**src/rtl/subtractor_pkg.sv**
```systemverilog
// Shared types and constants for the bit-serial subtractor.
// State encoding is fixed so the later divider can reuse it.
package subtractor_pkg;

    localparam int DEF_WIDTH = 4;

    typedef enum logic [1:0] {
        ST_IDLE = 2'd0,
        ST_RUN  = 2'd1,
        ST_DONE = 2'd2
    } state_e;

endpackage

```
**src/rtl/serial_subtractor_if.sv**
```systemverilog
// Start/done handshake bundle for the serial subtractor.
// master drives the operands, slave returns status and result.
interface serial_subtractor_if
    import subtractor_pkg::*;
#(
    parameter int WIDTH = DEF_WIDTH
);

    logic             start;
    logic [WIDTH-1:0] a;
    logic [WIDTH-1:0] b;
    logic             b_in;
    logic             busy;
    logic             done;
    logic [WIDTH-1:0] d;
    logic             b_out;

    modport master (
        output start, a, b, b_in,
        input  busy, done, d, b_out
    );

    modport slave (
        input  start, a, b, b_in,
        output busy, done, d, b_out
    );

endinterface

```
**src/rtl/full_subtractor.sv**
```systemverilog
// One-bit full subtractor cell: diff = x - y - borrow_in.
// Port order follows the full_adder cell.
module full_subtractor (
    output logic diff,
    output logic borrow_out,
    input  logic x,
    input  logic y,
    input  logic borrow_in
);

    // Difference bit and borrow propagation
    always_comb begin
        diff       = x ^ y ^ borrow_in;
        borrow_out = (~x & y) | (~(x ^ y) & borrow_in);
    end

endmodule

```
**src/rtl/serial_subtractor.sv**
```systemverilog
// Bit-serial subtractor, LSB first, one bit per clock.
// A single full_subtractor cell is reused for every bit.
module serial_subtractor
    import subtractor_pkg::*;
#(
    parameter int WIDTH = DEF_WIDTH
) (
    input  logic clk,
    input  logic rst_n,
    serial_subtractor_if.slave bus
);

    localparam int CW = $clog2(WIDTH) + 1;

    state_e           state_q, state_d;
    logic [WIDTH-1:0] a_q, a_d;
    logic [WIDTH-1:0] b_q, b_d;
    logic [WIDTH-2:0] res_q, res_d;
    logic [WIDTH-1:0] d_q, d_d;
    logic             br_q, br_d;
    logic             bout_q, bout_d;
    logic [CW-1:0]    cnt_q, cnt_d;
    logic             diff;
    logic             br_nx;
    logic             accept;

    full_subtractor u_fs (
        .diff       (diff),
        .borrow_out (br_nx),
        .x          (a_q[0]),
        .y          (b_q[0]),
        .borrow_in  (br_q)
    );

    // Next-state, datapath shift and result capture
    always_comb begin
        state_d = state_q;
        a_d     = a_q;
        b_d     = b_q;
        res_d   = res_q;
        d_d     = d_q;
        br_d    = br_q;
        bout_d  = bout_q;
        cnt_d   = cnt_q;
        accept  = bus.start &&
                  (state_q == ST_IDLE || state_q == ST_DONE);

        unique case (state_q)
            ST_IDLE: begin
                if (bus.start) state_d = ST_RUN;
            end
            ST_RUN: begin
                a_d   = a_q >> 1;
                b_d   = b_q >> 1;
                br_d  = br_nx;
                res_d = (WIDTH-1)'({diff, res_q} >> 1);
                cnt_d = cnt_q + CW'(1);
                if (cnt_q == CW'(WIDTH - 1)) begin
                    state_d = ST_DONE;
                    d_d     = {diff, res_q};
                    bout_d  = br_nx;
                end
            end
            ST_DONE: begin
                state_d = bus.start ? ST_RUN : ST_IDLE;
            end
            default: begin
                state_d = ST_IDLE;
            end
        endcase

        if (accept) begin
            a_d   = bus.a;
            b_d   = bus.b;
            br_d  = bus.b_in;
            res_d = '0;
            cnt_d = '0;
        end
    end

    // State and datapath registers
    always_ff @(posedge clk or negedge rst_n) begin
        if (!rst_n) begin
            state_q <= ST_IDLE;
            a_q     <= '0;
            b_q     <= '0;
            res_q   <= '0;
            d_q     <= '0;
            br_q    <= 1'b0;
            bout_q  <= 1'b0;
            cnt_q   <= '0;
        end else begin
            state_q <= state_d;
            a_q     <= a_d;
            b_q     <= b_d;
            res_q   <= res_d;
            d_q     <= d_d;
            br_q    <= br_d;
            bout_q  <= bout_d;
            cnt_q   <= cnt_d;
        end
    end

    assign bus.busy  = (state_q == ST_RUN);
    assign bus.done  = (state_q == ST_DONE);
    assign bus.d     = d_q;
    assign bus.b_out = bout_q;

endmodule
```
**src/flat_wrapper.sv**
```systemverilog
// flat-port wrapper written by rule: the top's interface ports become plain ports
module serial_subtractor_flat import subtractor_pkg::*;
#(
    parameter int WIDTH = DEF_WIDTH
)
  (clk, rst_n, bus_start, bus_a, bus_b, bus_b_in, bus_busy, bus_done, bus_d, bus_b_out);
  serial_subtractor_if #(.WIDTH(WIDTH)) bus_i ();
  input  logic clk;
  input  logic rst_n;
  input wire logic [$bits(bus_i.start)-1:0] bus_start;
  input wire logic [$bits(bus_i.a)-1:0] bus_a;
  input wire logic [$bits(bus_i.b)-1:0] bus_b;
  input wire logic [$bits(bus_i.b_in)-1:0] bus_b_in;
  output wire logic [$bits(bus_i.busy)-1:0] bus_busy;
  output wire logic [$bits(bus_i.done)-1:0] bus_done;
  output wire logic [$bits(bus_i.d)-1:0] bus_d;
  output wire logic [$bits(bus_i.b_out)-1:0] bus_b_out;
  assign bus_i.start = bus_start;
  assign bus_i.a = bus_a;
  assign bus_i.b = bus_b;
  assign bus_i.b_in = bus_b_in;
  assign bus_busy = bus_i.busy;
  assign bus_done = bus_i.done;
  assign bus_d = bus_i.d;
  assign bus_b_out = bus_i.b_out;
  serial_subtractor #(.WIDTH(WIDTH)) u_core (.clk(clk), .rst_n(rst_n), .bus(bus_i));
endmodule
```
**config.mk**
```make
export PLATFORM = sky130hd
export DESIGN_NAME = serial_subtractor_flat
export DESIGN_NICKNAME = d
export VERILOG_FILES = /design/src/rtl/subtractor_pkg.sv /design/src/rtl/serial_subtractor_if.sv /design/src/rtl/full_subtractor.sv /design/src/rtl/serial_subtractor.sv /design/src/flat_wrapper.sv
export SDC_FILE = /design/constraint.sdc
export NUM_CORES = 1
export LEC_CHECK = 0
export BUFFER_PORTS_ARGS = -buffer_cell sky130_fd_sc_hd__buf_2
export CAP_MARGIN = 10
export CORE_UTILIZATION = 57
export DETAILED_ROUTE_END_ITERATION = 16
export PLACE_DENSITY = 0.79
export SYNTH_ARGS = -nofsm -noshare
export SYNTH_HDL_FRONTEND = slang
export SYNTH_SLANG_ARGS = --single-unit
```
**constraint.sdc**
```tcl
create_clock -name clk -period 2.53 [get_ports clk]
set_input_delay 0 -clock clk [delete_from_list [all_inputs] [get_ports clk]]
set_output_delay 0 -clock clk [all_outputs]
set_load 0.005 [all_outputs]
```
Yosys cells after proc, flatten, opt, wreduce, memory -nomap -nowiden
Index checks and enable logic that the tools add are counted.
{"block": "totals", "inputBits": 12, "reg_bits": 22, "out_inout_bits": 7, "wordCells": 41}
{"block": "classes", "eq_ne": 5, "bitwise": 7, "reduce_logical": 6, "add_sub_neg": 1, "mux": 14}
{"op": "4-bit 2-to-1 mux", "n": 4}
{"op": "3-bit 2-to-1 mux", "n": 4}
{"op": "2-bit case mux with 3 select lines", "n": 1}
{"op": "2-bit 2-to-1 mux", "n": 2}
{"op": "2-bit AND reduction", "n": 2}
{"op": "3-bit by 1-bit adder with 3-bit output, second input constant", "n": 1}
{"op": "3-bit by 2-bit == test with 1-bit output, second input constant", "n": 1}
{"op": "1-bit 2-to-1 mux", "n": 3}
{"op": "1-bit bitwise AND", "n": 2}
{"op": "2-bit by 1-bit == test with 1-bit output, second input constant", "n": 1}
{"op": "2-bit == test, second input constant", "n": 1}
{"op": "2-bit logical NOT", "n": 1}
{"op": "2-bit by 1-bit != test with 1-bit output, second input constant", "n": 1}
{"op": "2-bit != test, second input constant", "n": 1}
{"op": "1-bit NOT", "n": 2}
{"op": "2-bit nonzero test", "n": 1}
{"op": "1-bit XOR", "n": 2}
{"op": "1-bit logical AND", "n": 1}
{"op": "1-bit logical OR", "n": 1}
{"op": "1-bit bitwise OR", "n": 1}

Logic depth before layout (Yosys ltp)
Gate-level depths: netlist of run 1.
{"block": "depth", "depth_word": 6, "mapped_depth": 5, "mapped_depth_nobuf": 5}

Modules after synthesis
From an unflattened synthesis of run 1, not the netlist that was laid out.
{"block": "unflattened", "hier_cells": 86, "area_unflattened_um2": 1138.6}
{"module": "serial_subtractor", "n_inst": 1, "seq_area_each_um2": 550.5, "area_per_inst_um2": 1107.3, "cells_per_inst": 82}
{"module": "full_subtractor", "n_inst": 1, "seq_area_each_um2": 0.0, "area_per_inst_um2": 31.3, "cells_per_inst": 4}

Worst setup path before layout of run 1
OpenSTA, ideal clock, no wires.
{"block": "synth_path", "path_kind": "reg2reg", "from": "reg u_core.cnt_q[0]", "to": "reg u_core.d_q[0] (netlist: u_core.bus.d[0])", "slack_ns": 1.109, "period_less_slack_ns": 1.421, "setup_ns": 0.125, "arrival_time_ns": 1.297, "n_path_buf": 0, "path_stages_with_launch": 5, "required_time_ns": 2.405, "path_cell_list": "dfrtp_1 ha_1 ha_1 nand3b_1 mux2_2"}
{"block": "synth_between", "elab_chain_cells": 2}
{"item": "start, declared", "line_no": "serial_subtractor.sv:22", "text": "logic [CW-1:0] cnt_q, cnt_d;"}
{"item": "start signal, assigned", "line_no": "serial_subtractor.sv:100", "text": "cnt_q <= cnt_d;"}
{"item": "3-bit by 2-bit == test with 1-bit output", "line_no": "serial_subtractor.sv:58", "text": "if (cnt_q == CW'(WIDTH - 1)) begin"}
{"item": "2-bit AND reduction (no line)"}
{"item": "end signal, assigned", "line_no": "serial_subtractor.sv:88", "text": "d_q <= '0;"}
{"item": "end signal, assigned", "line_no": "serial_subtractor.sv:97", "text": "d_q <= d_d;"}
{"item": "end, declared", "line_no": "serial_subtractor.sv:19", "text": "logic [WIDTH-1:0] d_q, d_d;"}
Every way passes these cells.
A chain may end at the register's enable or synchronous reset.

Worst setup path after layout of run 1
{"block": "layout_path", "from": "reg u_core.state_q[0]", "to": "out bus_busy"}
{"block": "layout_between", "elab_chain_cells": 1}
{"item": "start, declared", "line_no": "serial_subtractor.sv:15", "text": "state_e state_q, state_d;"}
{"item": "start signal, assigned", "line_no": "serial_subtractor.sv:93", "text": "state_q <= state_d;"}
{"item": "2-bit by 1-bit == test with 1-bit output", "line_no": "serial_subtractor.sv:104", "text": "assign bus.busy = (state_q == ST_RUN);"}
{"item": "end, declared", "line_no": "flat_wrapper.sv:14", "text": "output wire logic [$bits(bus_i.busy)-1:0] bus_busy;"}
Every way passes these cells.

==> results of run 1 <==
-- state kept, by name, summed over array words and instances, names as in the netlist --
| signal | count |
|---|---|
| u_core.cnt_q | 3 |
| u_core.a_q | 4 |
| u_core.state_q | 2 |
| u_core.b_q | 4 |
| u_core.res_q | 3 |
| u_core.bus.d | 4 |
| u_core.bus.b_out | 1 |
| u_core.br_q | 1 |
-- cells in the mapped netlist --
cell type	count	area [µm²]
mux2_2	7	78.8
a21o_1	1	7.51
mux2i_1	2	20.0
a22o_1	7	61.3
dfrtp_1	22	551
o22ai_1	4	25.0
nor2b_1	3	18.8
buf_6	2	22.5
nor2_2	1	6.26
inv_1	9	33.8
ha_1	2	25.0
a211oi_1	3	22.5
or2b_1	1	7.51
fa_1	1	20.0
a21oi_1	7	35.0
and2b_1	2	15.0
nand2b_1	1	6.26
nand2_1	2	7.51
o21ai_0	3	15.0
nand3b_1	1	7.51
mux2_4	1	15.0
buf_2	1	5.00
clkbuf_1	1	3.75
-- worst min-delay path by stage --
stage,slack (ns),startpoint,to,cells after the start
after floorplan,-0.30,rst_n,u_core.a_q[0],0
after CTS,0.11,bus_start,u_core.b_q[0],3
after detailed placement,-0.01,rst_n,u_core.b_q[3],1
after global routing,0.15,bus_start,u_core.br_q,3
after global placement,-0.02,rst_n,u_core.b_q[3],1
final,0.11,bus_start,u_core.b_q[0],3
-- tightest hold or removal path, delay by kind of cell --
family | cells | cell delay, ns
AOI/OAI and AO/OA | 2 | 0.20
buffers and inverters | 1 | 0.17
-- cell type report --
class,count,area [µm²],area share (%)
timing repair buffer,28,190,15.5
sequential,22,551,44.9
inverter,9,33.8,2.76
multi-input combinational,49,394,32.2
clock buffer,4,36.3,2.96
tap,16,20.0,1.63
-- kinds of logic (layout without fill, tap and decap cells) --
kind of cell,Yosys count,count (layout),synth area share [%]
AO/OA/AOI/OAI,25,25,16.5
flip-flops,22,22,54.5
buffers and inverters,13,41,6.44
AND/OR/NAND/NOR,11,11,6.82
multiplexers,10,10,11.3
adder cells (fa/ha/maj),3,3,4.46
-- routing by layer --
| layer | up-vias | global-route usage (%) | routed length, µm |
|---|---|---|---|
| li1 | 349 | - | - |
| met1 | 357 | 33.8 | 908 |
| met2 | 28 | 37.1 | 987 |
| met3 | 4 | 2.86 | 82 |
| met4 | 0 | 13.9 | 29 |
| met5 | - | 0 | 0 |
-- timing repair --
| item | 4_1_cts | 5_1_grt |
|---|---|---|
| setup buffers | 0 | 0 |
| endpoints found under the hold margin | 31 | 0 |
| setup endpoints to repair | 0 | 0 |
| hold buffers | 10 | 0 |
-- power groups by stage --
stage	registers [mW]	clock network, mW	logic (mW)
final	0.658	0.193	0.565
after global routing	0.680	0.206	0.635
after CTS	0.651	0.195	0.564
after detailed placement	0.660	0	0.547
after global placement	0.650	0	0.526
after floorplan	0.596	0	0.462
==> run_results.csv, run 1 <==
group,metric,value,unit
place,port_buffers,18,
layout,final_cell_mix,"22 x dfrtp_1, 18 x buf_2, 10 x dlygate4sd3_1, 9 x inv_1",
power,power_density,1160,nW/µm²
timing,fin_hold_ws,0.106,ns
timing,finalMaxSlewViolations,0,
timing,fin_skew,0.00191,ns
layout,fillers,103,
timing,achievable-frequency,631,MHz
yosys,syn_area,1010,µm²
critical_path,ff2ff_setup_slack,0.98,ns
route,viasPerCell,5.77,
grt,grt_use_total,24.3,%
job,maxCapViolCount,0,
layout,final_core_util,77.7,%
layout,instances_no_fill,128,
power,power_frac_seq,46.5,%
power,combPwrFrac,39.9,%
yosys,ys_types,23,
route,dr.first_iter.drc_count,23,
route,ant_nets,0,
clocking,path_clk_slew,0.12,ns
clocking,clock_sinks,22,
place,place.gp.congestion,0.729,
critical_path,setup.worst_path.end_class,"primary output",
place,dp_slack,0.985,ns
grt,grt_pass1_wl,3.33,mm
route,via_count,738,
critical_path,cp_slowest_stage_delay,0.69,ns
timing,hold_viol_final,0,
die,core.rowCount,14,
die,initial_core_util,64.0,%
route,routedWlPerCell,15.7,µm
critical_path,r2r_start,"u_core.cnt_q[0]",
place,dpl.hpwl,1.28,mm
timing,max_slew_margin,65.6,%
clocking,cts_made_buffers,3,
grt,antenna_found_initial,0,
critical_path,startpoint_type,"flip-flop",
critical_path,r2r_end,"u_core.bus.d[2]",
critical_path,required,2.53,ns
layout,drive_gt1_share,27.7,%
power,power.leakage,0.614,nW
power,p_sw_share,35.8,%
grt,overflow,0,
critical_path,critPathSlowestCell,"dfrtp_1",
layout,diodes,0,
critical_path,cp_data_arrival_time,1.59,ns
critical_path,crit_path_end,"bus_busy",
timing,fin_crit_sh,62.7,%
clocking,cts_resized,0,
die,die_y,44.1,µm
clocking,tritoncts,"built",
place,dp_cells,114,
critical_path,critPathTopFamily,"flip-flops",
yosys,syn-num-nets,99,
die,die_area,1940,µm²
grt,grt_pass1_vias,712,
grt,grt_max_degree,23,
timing,setup_viol,0,
power,power.total,1.42,mW
power,p_sw,0.507,mW
die,pin_count,19,
layout,area_growth,21.3,%
clocking,cts-root-buf,"clkbuf_4",
power,p_clk_share,13.6,%
critical_path,cp.depth,3,
power,ir_worst_vdd,609,µV
layout,fin_nets,128,
route,drt-total-wl,2.01,mm
timing,tightest_slew,0.516,ns
clocking,cts.htree.levels,1,
power,p_int,0.908,mW
critical_path,crit_path_start,"u_core.state_q[0]",
timing,rsz0062_at_grt,"no",
yosys,synth_seq_cells,22,
place,placed_cell_area,1090,µm²
layout,post-route-cell-area,1220,µm²
run_status,status,"completed",
yosys,ys_seq_area_share,54.5,%
route,drc,0,
clocking,clk_latency,0.30,ns
layout,final_common_cell,"dfrtp_1",
die,die_w,44.1,µm
clocking,clk_path_buf_depth,2,
critical_path,critPathBufInv,2,
yosys,avgSynthCellArea,12.0,µm²
route,drt_first_pass_iters,4,
yosys,postSynthCellCount,84,
timing,finalSetupTns,0,ns
yosys,yosys_warnings,0,
die,core_area,1580,µm²
critical_path,reg2reg_depth,4,
min_path,min_path_type,"in2reg",
critical_path,crit_type,"reg2out",
critical_path,cp_max_fo,16,
timing,finalCriticalPeriod,1.59,ns
critical_path,cp_cell_sequence,"nand2b_1 > inv_1 > buf_2",
timing,worst_slack,0.944,ns
(Power assumes the default switching activity.)
==> run 2, diff against run 1 <==
--- a/config.mk
+++ b/config.mk
@@ -7,9 +7,9 @@
 export LEC_CHECK = 0
 export BUFFER_PORTS_ARGS = -buffer_cell sky130_fd_sc_hd__buf_2
 export CAP_MARGIN = 10
-export CORE_UTILIZATION = 57
+export CORE_UTILIZATION = 53
 export DETAILED_ROUTE_END_ITERATION = 16
-export PLACE_DENSITY = 0.79
+export PLACE_DENSITY = 0.74
 export SYNTH_ARGS = -nofsm -noshare
 export SYNTH_HDL_FRONTEND = slang
 export SYNTH_SLANG_ARGS = --single-unit
==> constraint.sdc (replaced) <==
create_clock -name clk -period 1.55 [get_ports clk]
set_input_delay 0 -clock clk [delete_from_list [all_inputs] [get_ports clk]]
set_output_delay 0 -clock clk [all_outputs]
set_load 0.005 [all_outputs]
==> run 2 against run 1 <==
Against the previous run:
- combinational power increased by 72%
- via count decreased by 3.8%
- routed wire length decreased by 11%
- core utilization decreased by 7.1 points
- non-clock buffer count increased by 3
- critical path type is now reg2reg
- final cell count increased by 8.6%
- cell area increased by 1.6%
- critical endpoint is now u_core.bus.d[2]
==> run_results.csv, run 2 (synthesis results as in run 1) <==
group,metric,value,unit
job,maxCapViolCount,0,
clocking,clock_sinks,22,
timing,fin_crit_sh,96.7,%
critical_path,cp_cell_sequence,"ha_1 > ha_1 > nand3b_1 > mux2_2",
critical_path,cp.depth,4,
grt,grt_util_met1,26.8,%
power,p_sw,0.785,mW
min_path,min_path_type,"in2reg",
critical_path,r2r_end,"u_core.bus.d[2]",
place,dp_cells,126,
clocking,cts.htree.levels,1,
critical_path,startpoint_type,"flip-flop",
power,power_frac_seq,45.7,%
power,combPwrFrac,43.4,%
clocking,path_clk_slew,0.11,ns
route,drt_first_pass_iters,4,
clocking,clk_latency,0.29,ns
die,die_y,45.6,µm
min_path,whs_path_depth,3,
timing,tightest_slew,0.470,ns
route,drt-total-wl,1.78,mm
route,drc,0,
critical_path,critPathTopFamily,"flip-flops",
route,dr.first_iter.drc_count,22,
place,dp_slack,0.0725,ns
critical_path,critPathSlowestCell,"dfrtp_1",
layout,area_growth,23.3,%
layout,drive_gt1_share,28.9,%
layout,diodes,0,
min_path,hold_path_end,"u_core.br_q",
clocking,cts_made_buffers,3,
timing,hold_viol_final,0,
critical_path,reg2reg_depth,4,
grt,grt_use_met3,2.38,%
layout,final_core_util,70.6,%
timing,finalMaxSlewViolations,0,
timing,setup_viol,0,
die,pin_count,19,
grt,grt_max_degree,23,
critical_path,cpMostUsedCell,"ha_1",
grt,grt_util_met2,30.6,%
timing,finalSetupTns,0,ns
critical_path,critPathBufInv,0,
power,power_density,1800,nW/µm²
power,power.leakage,0.621,nW
power,p_clk_share,11.0,%
grt,grt_use_total,19.6,%
timing,finalCriticalPeriod,1.50,ns
grt,grt_pass1_wl,2.84,mm
min_path,hold_start,"bus_start",
grt,gr-max-usage-layer,"met2",
route,routedWlPerCell,12.8,µm
route,via_count,710,
power,ir_worst_vdd,1140,µV
timing,achievable-frequency,667,MHz
timing,max_slew_margin,68.7,%
critical_path,cp_max_fo,5,
place,place.gp.congestion,0.723,
place,dpl.hpwl,1.18,mm
layout,fin_nets,131,
grt,antenna_found_initial,0,
place,port_buffers,18,
die,core.rowCount,15,
power,p_sw_share,35.0,%
die,initial_core_util,57.2,%
run_status,status,"completed",
route,ant_nets,0,
grt,overflow,0,
critical_path,r2r_start,"u_core.cnt_q[0]",
grt,grt_pass1_vias,667,
power,p_int,1.46,mW
critical_path,cp_slowest_stage_delay,0.41,ns
timing,worst_slack,0.0517,ns
timing,fin_skew,0.00358,ns
clocking,cts-root-buf,"clkbuf_4",
clocking,clk_path_buf_depth,2,
die,die_w,45.6,µm
critical_path,cp_data_arrival_time,1.69,ns
critical_path,ff2ff_setup_slack,0.05,ns
critical_path,crit_type,"reg2reg",
layout,final_common_cell,"dfrtp_1",
power,power.total,2.24,mW
critical_path,required,1.74,ns
critical_path,setup.worst_path.end_class,"flip-flop",
die,core_area,1760,µm²
route,viasPerCell,5.11,
die,die_area,2080,µm²
layout,instances_no_fill,139,
timing,rsz0062_at_grt,"yes",
layout,final_cell_mix,"22 x dfrtp_1, 18 x buf_2, 10 x dlygate4sd3_1, 9 x inv_1",
clocking,tritoncts,"built",
run 2: changes by cell type in the layout (fill, tap and decap cells not counted), sizes merged:
cell	before	now
buf	18	21
clkbuf	4	3
run 2: what timing repair did:
item	in CTS	in global routing
endpoints found under the hold margin	31	0
endpoints found under the setup margin	0	4
resized for setup	0	0
hold buffers	10	0
setup buffers	0	0
run 2: final cells by class:
cell class	instances	area, µm²
multi-input combinational	49	394
tap	25	31.3
clock buffer	3	22.5
sequential	22	551
fill	148	519
timing repair buffer	31	213
inverter	9	33.8
run 2: worst max-delay path by stage:
stage | start | end | slack (ns)
after global placement | u_core.cnt_q[0] | u_core.bus.d[1] | 0.11
after global routing | u_core.cnt_q[0] | u_core.bus.d[2] | -0.01
after floorplan | u_core.cnt_q[0] | u_core.bus.d[0] | 0.13
after CTS | u_core.cnt_q[0] | u_core.bus.d[2] | 0.06
final | u_core.cnt_q[0] | u_core.bus.d[2] | 0.05
after detailed placement | u_core.cnt_q[0] | u_core.bus.d[2] | 0.07
run 2: per-layer routing:
metal	share of wire, %	routed length, µm
met1	50	882
met2	47	841
met3	2.4	43
met4	0.73	13
met5	0	0
run 2: power by group through the flow:
stage                     Sequential (mW)  Combinational (mW)  Clock, mW
final                                1.02               0.974      0.246
after global routing                 1.05                1.12      0.274
after CTS                            1.03               0.979      0.257
after detailed placement             1.04               0.954          0
after global placement               1.03               0.927          0
after floorplan                     0.973               0.755          0
run 2: per-stage QoR:
step	area [µm²]	hold WS, ns
after floorplan	1010	-0.296
after global placement	1120	-0.0171
after detailed placement	1120	-0.0167
after CTS	1240	0.0861
after global routing	1240	0.119
final	1240	0.0987
run 2: worst register-to-register path, stage by stage (launching register included):
cell and delay, ns:
dfrtp_1 0.41, ha_1 0.20, ha_1 0.19, nand3b_1 0.23
mux2_2 0.37
==> run 3, diff against run 2 <==
--- a/config.mk
+++ b/config.mk
@@ -6,10 +6,11 @@
 export NUM_CORES = 1
 export LEC_CHECK = 0
 export BUFFER_PORTS_ARGS = -buffer_cell sky130_fd_sc_hd__buf_2
-export CAP_MARGIN = 10
-export CORE_UTILIZATION = 53
+export CAP_MARGIN = 25
+export CORE_UTILIZATION = 54
 export DETAILED_ROUTE_END_ITERATION = 16
 export PLACE_DENSITY = 0.74
 export SYNTH_ARGS = -nofsm -noshare
 export SYNTH_HDL_FRONTEND = slang
+export SYNTH_HIERARCHICAL = 1
 export SYNTH_SLANG_ARGS = --single-unit
==> run 3 against run 2 <==
Against the previous run:
- synthesized cell count is 2.4% higher
- sequential power hardly changed
- first-iteration DRC count is 73% lower
- largest power group is now combinational logic
==> run_results.csv, run 3 <==
group,metric,value,unit
yosys,ys.flop_type,"dfrtp_1",
timing,finalMaxSlewViolations,0,
layout,post-route-cell-area,1370,µm²
grt,grt_use_total,18.1,%
critical_path,crit_type,"reg2reg",
layout,area_growth,19.9,%
power,power_frac_seq,42.9,%
yosys,synthTopCellsByCount,"23 x mux2i_1, 22 x dfrtp_1, 6 x mux2_2, 5 x a22o_1, 5 x inv_1",
yosys,yosys.area_share.xor_xnor,0.769,%
critical_path,cp_max_fo,3,
clocking,cts.htree.levels,1,
route,dr.first_iter.drc_count,6,
layout,drive_gt1_share,31.3,%
yosys,yosysMostFrequentCell,"mux2i_1",
min_path,min_path_type,"in2reg",
route,drc,0,
route,via_count,731,
power,power.leakage,0.694,nW
timing,worst_slack,0.0676,ns
clocking,cts-root-buf,"clkbuf_4",
route,drt_first_pass_iters,4,
critical_path,setup.worst_path.end_class,"flip-flop",
timing,hold_viol_final,0,
grt,grt_pass1_vias,649,
die,initial_core_util,57.4,%
grt,antenna_found_initial,0,
place,dp_slack,0.0608,ns
yosys,synth_compound_area_share,5.60,%
critical_path,cp_data_arrival_time,1.67,ns
yosys,yosys.area_share.simple,4.73,%
die,die_w,47.9,µm
yosys,synth_mux_area_share,31.4,%
die,core_area,1980,µm²
die,pin_count,19,
yosys,syn_area,1140,µm²
timing,tightest_slew,0.481,ns
timing,finalSetupTns,0,ns
layout,diodes,0,
power,ir_worst_vdd,1090,µV
die,die_area,2300,µm²
critical_path,required,1.74,ns
place,place.gp.congestion,0.817,
min_path,whs_path_depth,3,
clocking,tritoncts,"built",
timing,setup_viol,0,
power,p_clk_share,10.4,%
yosys,synth_top_family_by_area,"multiplexers",
yosys,synth_area_leader_cell,"dfrtp_1",
yosys,yosysTopAreaCellShare,48.4,%
route,routedWlPerCell,13.0,µm
place,placed_cell_area,1240,µm²
yosys,synthAdderAreaFrac,3.96,%
timing,achievable-frequency,675,MHz
run_status,status,"completed",
timing,fin_crit_sh,95.6,%
critical_path,reg2reg_depth,3,
power,p_int,1.59,mW
yosys,synth_seq_cells,22,
layout,fin_nets,132,
power,combPwrFrac,46.7,%
layout,final_common_cell,"mux2i_1",
yosys,ys_top_cells_by_area,"dfrtp_1 48%, mux2i_1 20%, mux2_2 5.9%",
power,p_sw_share,33.0,%
clocking,clk_latency,0.29,ns
grt,grt_pass1_wl,2.85,mm
yosys,ys_types,19,
timing,finalCriticalPeriod,1.48,ns
clocking,path_clk_slew,0.12,ns
yosys,yosys_warnings,6,
yosys,ys_seq_area_share,48.4,%
yosys,avgSynthCellArea,13.2,µm²
timing,max_slew_margin,67.9,%
timing,fin_hold_ws,0.00239,ns
yosys,synth_async_sr_flop_share,100,%
clocking,clk_path_buf_depth,2,
route,viasPerCell,5.15,
job,maxCapViolCount,0,
route,ant_nets,0,
yosys,postSynthCellCount,86,
power,power_density,1730,nW/µm²
power,power.total,2.37,mW
critical_path,startpoint_type,"flip-flop",
die,die_y,47.9,µm
place,dpl.hpwl,1.28,mm
layout,final_cell_mix,"23 x mux2i_1, 22 x dfrtp_1, 18 x buf_2, 9 x dlygate4sd3_1, 6 x mux2_2",
timing,rsz0062_at_grt,"no",
place,port_buffers,18,
grt,overflow,0,
die,core.rowCount,16,
clocking,cts_made_buffers,3,
clocking,clock_sinks,22,
power,p_sw,0.782,mW
route,drt-total-wl,1.85,mm
timing,fin_skew,0.00666,ns
yosys,syn-num-nets,101,
grt,grt_max_degree,23,
yosys,synth-edff-count,0,
## run 3: cell families after synthesis
group / count (synthesis)
fa+ha+maj: 3
mux: 33
compound gates: 8
xor+xnor: 1
flops: 22
buf+inv: 10
simple gates: 9
## run 3: repair_timing
item | in CTS | in global routing
resized for setup | 0 | 0
hold endpoints to repair | 30 | 0
hold buffers | 9 | 0
buffers inserted | 0 | 1
setup endpoints to repair | 0 | 1
## run 3: worst paths after layout
kind | startpoint | end | slack, ns
min | bus_b[3] | u_core/b_q[3] | 0.002
min reg2reg | u_core/bus.b_out | u_core/bus.b_out | 0.52
max in group asynchronous | rst_n | u_core/bus.d[1] | 1.04
max reg2reg | u_core/a_q[0] | u_core/res_q[2] | 0.07
min in group asynchronous | rst_n | u_core/cnt_q[1] | 0.18
max | u_core/a_q[0] | u_core/res_q[2] | 0.07
## run 3: power by group through the flow
stage | clock, mW | sequential (mW) | combinational [mW]
CTS | 0.262 | 1.02 | 1.10
finish | 0.247 | 1.01 | 1.11
global route | 0.294 | 1.05 | 1.23
detailed placement | 0 | 1.03 | 1.08
global placement | 0 | 1.02 | 1.05
floorplan | 0 | 0.977 | 0.883
## run 3: per-stage QoR
step,utilization (%),std cells
floorplan,-,86
global placement,62.8,129
detailed placement,62.8,129
CTS,68.5,141
global route,68.9,142
finish,68.9,142
## run 3: final cells by class
class / count / area, µm²
Sequential cell: 22 / 551
Tap cell: 27 / 33.8
Multi-Input combinational cell: 54 / 529
Clock buffer: 3 / 22.5
Fill cell: 150 / 617
Timing Repair Buffer: 31 / 210
Inverter: 5 / 18.8
## run 3: per-layer routing
metal / vias to the layer above / routed length, µm / GRT usage (%) / share of wire (%)
met2: 10 / 900 / 30.0 / 49
li1: 367 / - / - / -
met1: 350 / 890 / 23.5 / 48
met4: 0 / 24 / 6.67 / 1.3
met5: - / 0 / 0 / 0
met3: 4 / 36 / 3.40 / 1.9
## run 3: worst max-delay path, stage by stage (launching register included)
cell and delay (ns):
dfrtp_1 0.44, fa_1 0.49, mux2_4 0.28, a22o_1 0.17
